==> config.mk <==
export PLATFORM = sky130hd
export DESIGN_NAME = board_input_debounce
export DESIGN_NICKNAME = d
export VERILOG_FILES = /design/src/rtl/board_input_debounce_pkg.sv /design/src/rtl/board_input_debounce_channel.sv /design/src/rtl/board_input_debounce.sv
export SDC_FILE = /design/constraint.sdc
export NUM_CORES = 1
export LEC_CHECK = 0
export ABC_AREA = 1
export CAP_MARGIN = 10
export CORE_AREA = 2 2 159 161
export DETAILED_ROUTE_END_ITERATION = 12
export DIE_AREA = 0 0 161 163
export HOLD_SLACK_MARGIN = 0.08
export MAX_ROUTING_LAYER = met4
export PLACE_DENSITY = 0.77
export SLEW_MARGIN = 40
export SYNTH_ARGS = -nofsm -noshare
export SYNTH_HDL_FRONTEND = slang
export SYNTH_SLANG_ARGS = --single-unit
==> constraint.sdc <==
create_clock -name clock -period 4.4 [get_ports clock]
set_input_delay 0.88 -clock clock [delete_from_list [all_inputs] [get_ports clock]]
set_output_delay 0.88 -clock clock [all_outputs]
set_load 0.005 [all_outputs]
==> src/rtl/board_input_debounce_pkg.sv <==
// ---------------------------------------------------------------------------
// board_input_debounce_pkg
//   Shared board constants for the input conditioner.
//   - DEBOUNCE_CYCLES_DEFAULT : stable cycles needed to accept a new level
//                               (10 ms at the 10 MHz core clock).
//   - KEY_ACTIVE_LEVEL        : electrical level of a pressed push-button.
//   - cnt_width()             : width of a stability counter for a given
//                               debounce length (never less than 1 bit).
// ---------------------------------------------------------------------------
package board_input_debounce_pkg;

   localparam int   DEBOUNCE_CYCLES_DEFAULT = 100000;
   localparam logic KEY_ACTIVE_LEVEL        = 1'b0;

   function automatic int cnt_width(input int cycles);
      int w;
      w = $clog2(cycles);
      return (w < 1) ? 1 : w;
   endfunction

endpackage : board_input_debounce_pkg

==> src/rtl/board_input_debounce_channel.sv <==
// ---------------------------------------------------------------------------
// debounce_channel
//   One input pin: 2-flop synchronizer, stability counter and accepted-state
//   flop. A new level is accepted only after DEBOUNCE_CYCLES consecutive
//   cycles of disagreement with the accepted state.
//
//   Ports
//     clock      : core clock, all state on posedge
//     reset      : synchronous, active-high
//     raw        : asynchronous pin
//     idle_value : pin level at rest; synchronizer and accepted flop reset
//                  to it, and level is reported relative to it
//     level      : debounced state, 1 = pin away from its idle value
//     edge_pulse : one-cycle pulse on every accepted transition
// ---------------------------------------------------------------------------
module debounce_channel
   import board_input_debounce_pkg::*;
#(
   parameter int DEBOUNCE_CYCLES = DEBOUNCE_CYCLES_DEFAULT
) (
   input  logic clock,
   input  logic reset,
   input  logic raw,
   input  logic idle_value,
   output logic level,
   output logic edge_pulse
);

   localparam int             CW   = cnt_width(DEBOUNCE_CYCLES);
   localparam logic [CW-1:0]  LAST = CW'(DEBOUNCE_CYCLES - 1);

   logic [1:0]    sync_q;
   logic          acc_q,   acc_d;
   logic [CW-1:0] cnt_q,   cnt_d;
   logic          pulse_q, pulse_d;

   always_comb begin
      // NOTE: every output of this block gets a default first, so no path
      // leaves a variable unassigned and no latch is inferred.
      acc_d   = acc_q;
      cnt_d   = cnt_q;
      pulse_d = 1'b0;
      if (sync_q[1] == acc_q) begin
         cnt_d = '0;
      end else if (cnt_q == LAST) begin
         acc_d   = sync_q[1];
         cnt_d   = '0;
         pulse_d = 1'b1;
      end else begin
         cnt_d = cnt_q + 1'b1;
      end
   end

   always_ff @(posedge clock) begin
      // NOTE: state is updated with non-blocking assignments so every flop
      // samples the pre-edge values, exactly like the hardware.
      if (reset) begin
         sync_q  <= {2{idle_value}};
         acc_q   <= idle_value;
         cnt_q   <= '0;
         pulse_q <= 1'b0;
      end else begin
         sync_q  <= {sync_q[0], raw};
         acc_q   <= acc_d;
         cnt_q   <= cnt_d;
         pulse_q <= pulse_d;
      end
   end

   // Accepted state is held in pin polarity; the XOR turns it into an
   // active-high level (this is where active-low keys get inverted).
   assign level      = acc_q ^ idle_value;
   assign edge_pulse = pulse_q;

endmodule : debounce_channel

==> src/rtl/board_input_debounce.sv <==
// ---------------------------------------------------------------------------
// board_input_debounce
//   Conditions DE1-SoC push-buttons and slide switches into the core clock
//   domain: per-pin synchronize + debounce, then clean levels, edge pulses,
//   sticky key-press flags with acknowledge, and a registered interrupt.
//
//   Ports
//     clock, reset : core clock, synchronous active-high reset
//     key_raw      : raw buttons, 0 = pressed
//     sw_raw       : raw switches
//     key_ack      : per-key clear strobe for key_pending
//     key_level    : debounced buttons, 1 = pressed
//     key_press    : one-cycle pulse on accepted press
//     key_release  : one-cycle pulse on accepted release
//     key_pending  : sticky press flag, cleared by key_ack
//     sw_level     : debounced switches
//     sw_change    : one-cycle pulse on any accepted switch transition
//     irq          : registered OR of key_pending
// ---------------------------------------------------------------------------
module board_input_debounce
   import board_input_debounce_pkg::*;
#(
   parameter int N_KEYS          = 4,
   parameter int N_SW            = 10,
   parameter int DEBOUNCE_CYCLES = DEBOUNCE_CYCLES_DEFAULT
) (
   input  logic              clock,
   input  logic              reset,
   input  logic [N_KEYS-1:0] key_raw,
   input  logic [N_SW-1:0]   sw_raw,
   input  logic [N_KEYS-1:0] key_ack,
   output logic [N_KEYS-1:0] key_level,
   output logic [N_KEYS-1:0] key_press,
   output logic [N_KEYS-1:0] key_release,
   output logic [N_KEYS-1:0] key_pending,
   output logic [N_SW-1:0]   sw_level,
   output logic [N_SW-1:0]   sw_change,
   output logic              irq
);

   logic [N_KEYS-1:0] key_edge;
   logic [N_KEYS-1:0] sticky_q, sticky_d;
   logic              irq_q;

   for (genvar i = 0; i < N_KEYS; i++) begin : g_key
      debounce_channel #(.DEBOUNCE_CYCLES(DEBOUNCE_CYCLES)) u_ch (
         .clock      (clock),
         .reset      (reset),
         .raw        (key_raw[i]),
         .idle_value (~KEY_ACTIVE_LEVEL),
         .level      (key_level[i]),
         .edge_pulse (key_edge[i])
      );
   end

   for (genvar i = 0; i < N_SW; i++) begin : g_sw
      debounce_channel #(.DEBOUNCE_CYCLES(DEBOUNCE_CYCLES)) u_ch (
         .clock      (clock),
         .reset      (reset),
         .raw        (sw_raw[i]),
         .idle_value (1'b0),
         .level      (sw_level[i]),
         .edge_pulse (sw_change[i])
      );
   end

   // Level and pulse update on the same edge, so the new level tells the
   // direction of the accepted transition.
   assign key_press   = key_edge &  key_level;
   assign key_release = key_edge & ~key_level;

   // The press pulse is merged in combinationally so pending rises on the
   // same edge as key_press; the sticky flop holds it afterwards. An ack
   // during the press cycle loses against the set term.
   assign sticky_d    = (sticky_q & ~key_ack) | key_press;
   assign key_pending = sticky_q | key_press;

   always_ff @(posedge clock) begin
      if (reset) begin
         sticky_q <= '0;
         irq_q    <= 1'b0;
      end else begin
         sticky_q <= sticky_d;
         irq_q    <= |key_pending;
      end
   end

   assign irq = irq_q;

endmodule : board_input_debounce

==> impl_metrics.toml <==
[worst_setup_path]
critPathTopFamily = "buffers and inverters"
cp.arrival_ns = 1.82
r2r-start = "g_sw[2].u_ch.cnt_q[0]"
start_kind = "flop"
critPathBufInv = 2
critPathMaxFanout = 5
cp.required_ns = 3.52
critPathMaxStageDelay_ns = 0.44
setup.worst_path.start = "g_key[0].u_ch.acc_q"
critical_path_class = "reg2out"
end_kind = "primary output"
crit_chain = "nor2_1, nor2_1, inv_1, clkdlybuf4s50_1"
crit_top_cell = "nor2_1"
cpMaxStageDelayCell = "clkdlybuf4s50_1"

[die]
rows = 58
die_area_sq_um = 26200
core_sq_um = 24700
io_pins = 57
start_util_pct = 57.7
fp.dieW_um = 161
die_h_um = 163

[cts]
post_cts_buffers = 0
h-tree-depth = 1
cts_buffers = 31
cts_hold_buf = 0
cts_tree = "built"
cts.path.max_buffers = 3
clk-insertion-delay-late_ns = 0.55
root_buffer = "clkbuf_16"
clock-sinks = 299
ctsResizeCount = 0
cts.clk_slew.worst_paths_ns = 0.06

[global_routing]
grt_pass1_vias = 11200
grt_use_met2_pct = 36.6
grt.busiest_layer = "met2"
grt_pass1_wl_mm = 46.9
antenna_found_initial = 0
grt_use_met3_pct = 3.00
grt_max_degree = 46
gr-usage-met1_pct = 26.2
grt_usage_pct = 21.2
overflow = 0

[detailed_routing]
drtIter0Drc = 647
vias = 11997
wl_per_cell_um = 10.8
first_pass_iters = 5
drc = 0
totalWireLength_mm = 26.7
drtAntennaViolNets = 0
post_drt_via_cell_ratio = 4.86

[timing]
period_share_pct = 61.5
timing.fmax_ghz = 0.370
tns_ns = 0
worstMarginPinSlew_ns = 0.811
skew_ns = 0.0174
grt_setup_unrepaired = "false"
max_slew_margin_pct = 45.6
slew_viol_final = 0
setup_slack_ns = 1.70
post-route-min-period_ns = 2.70
hold_violations = 0
setup_viol = 0
fin_hold_ws_ns = 0.401

[yosys]
seq_area_frac_synth_pct = 42.0
async_flop_share_pct = 0
synth_top_area_share_pct = 42.0
synth_area_leaders = "dfxtp_1 42%, nor2_1 14%, nand2_1 12%"
syn_avg_cell_area_sq_um = 6.87
synth_edf_count = 0
synth_cells = 2074
synth-seq-cells = 299
yosys.area.top_type = "dfxtp_1"
synth_top_family_by_area = "simple AND/OR/NAND/NOR gates"
synth_xor_area_share_pct = 8.55
synth_mux_area_share_pct = 0
synth_fp_nets = 2108
synth_cell_type_count = 31
synth-main-ff-cell = "dfxtp_1"
ys.warnings.count = 0
synthSimpleGateAreaFrac_pct = 35.3
netlist_area_sq_um = 14200
synth_compound_area_share_pct = 3.14
synth_adder_area_share_pct = 1.23

[power_and_ir_drop]
p_leak_nw = 5.61
peakVddDrop_uv = 305
power_density_nw_per_um2 = 338

[finish]
ff_latch_area_sq_um = 5990
layout-drive-gt1-share_pct = 4.86
fin_cells = 2471
nFillCells = 2176
final_common_cell = "nor2_1"
num_antenna_cells = 0
layout_common_cells = "520 x nor2_1, 457 x nand2_1, 299 x dfxtp_1"
multiInputGateArea_sq_um = 6860
syn_to_final_growth_pct = 11.6
num-nets-final = 2154

[flow_run]
cap_viol_max_count = 0

[outcome]
outcome = "finished, final reports clean"

[placed_design]
dp.cells = 2417
hpwl_mm = 19.2
io_buffers = 56
gp_congestion = 0.878
pre_cts_ws_ns = 2.19

[hold_path]
worstHoldStart = "g_sw[2].u_ch.sync_q[0]"
hp-class = "reg2reg"
-- state kept, by name, indices dropped and copies added, names as in the netlist, 4 cells and up --
| name | count |
|---|---|
| g_key.u_ch.edge_pulse | 4 |
| g_sw.u_ch.acc_q | 10 |
| g_sw.u_ch.sync_q | 20 |
| g_key.u_ch.acc_q | 4 |
| g_key.u_ch.cnt_q | 68 |
| sticky_q | 4 |
| g_key.u_ch.sync_q | 8 |
| g_sw.u_ch.cnt_q | 170 |
| g_sw.u_ch.edge_pulse | 10 |
-- where the power goes --
part / switching (mW) / leakage [nW] / total, mW / internal (mW)
registers: 0.00837 / 2.41 / 2.73 / 2.72
logic: 0.0454 / 2.69 / 0.0755 / 0.0301
clock network: 1.03 / 0.498 / 2.57 / 1.54
-- cells by family after synthesis --
group,after synthesis
compound gates,86
xor+xnor,139
fa+ha+maj,14
buf+inv,326
flops,299
simple gates,1210
-- stage by stage --
| step | utilization [%] | instance area (sq um) | power [mW] |
|---|---|---|---|
| after global placement | 60.3 | 14900 | 2.86 |
| final | 64.4 | 15900 | 5.38 |
| after CTS | 64.4 | 15900 | 5.46 |
| after global routing | 64.4 | 15900 | 5.56 |
| after detailed placement | 60.3 | 14900 | 2.87 |
| after floorplan | - | 14200 | 2.84 |
-- final cells by class --
| type | instances | share of cell area, % |
|---|---|---|
| inverter | 282 | 6.66 |
| tap | 330 | 2.60 |
| timing repair buffer | 57 | 3.54 |
| clock buffer | 41 | 5.43 |
| sequential | 299 | 37.7 |
| clock inverter | 13 | 0.937 |
| multi-input combinational | 1449 | 43.2 |
-- tightest hold or removal path: stages (launching register included) --
cell	delay [ns]
dfxtp_1	0.30
inv_1	0.04
nor2_1	0.03
-- synthesized netlist by cell type (7+ instances only) --
cell type    n
a21oi_1     45
or2_2       14
nand2_1    457
nor2_1     520
inv_1      279
xor2_1      86
nand4_1     37
nor2_2      10
nand3b_1     7
nor2_4       7
nand3_1    123
buf_4       33
o21ai_0     34
ha_1        14
nand2_2     15
nor3_1       9
dfxtp_1    299
xnor2_1     53
-- worst paths after layout --
check / endpoint / slack [ns] / cells after the start
max: key_pending[0] / 1.70 / 4
min: g_sw[2].u_ch.sync_q[1] / 0.40 / 2
max reg2reg: g_sw[2].u_ch.cnt_q[15] / 2.74 / 8
min reg2reg: g_sw[2].u_ch.sync_q[1] / 0.40 / 2
-- routing by layer --
metal,part of all wire (%),vias to the layer above
met5,0,-
met4,2.0,0
met3,4.4,41
met2,46,220
met1,48,5344
li1,-,6392
Power figures use the tool's default switching activity.
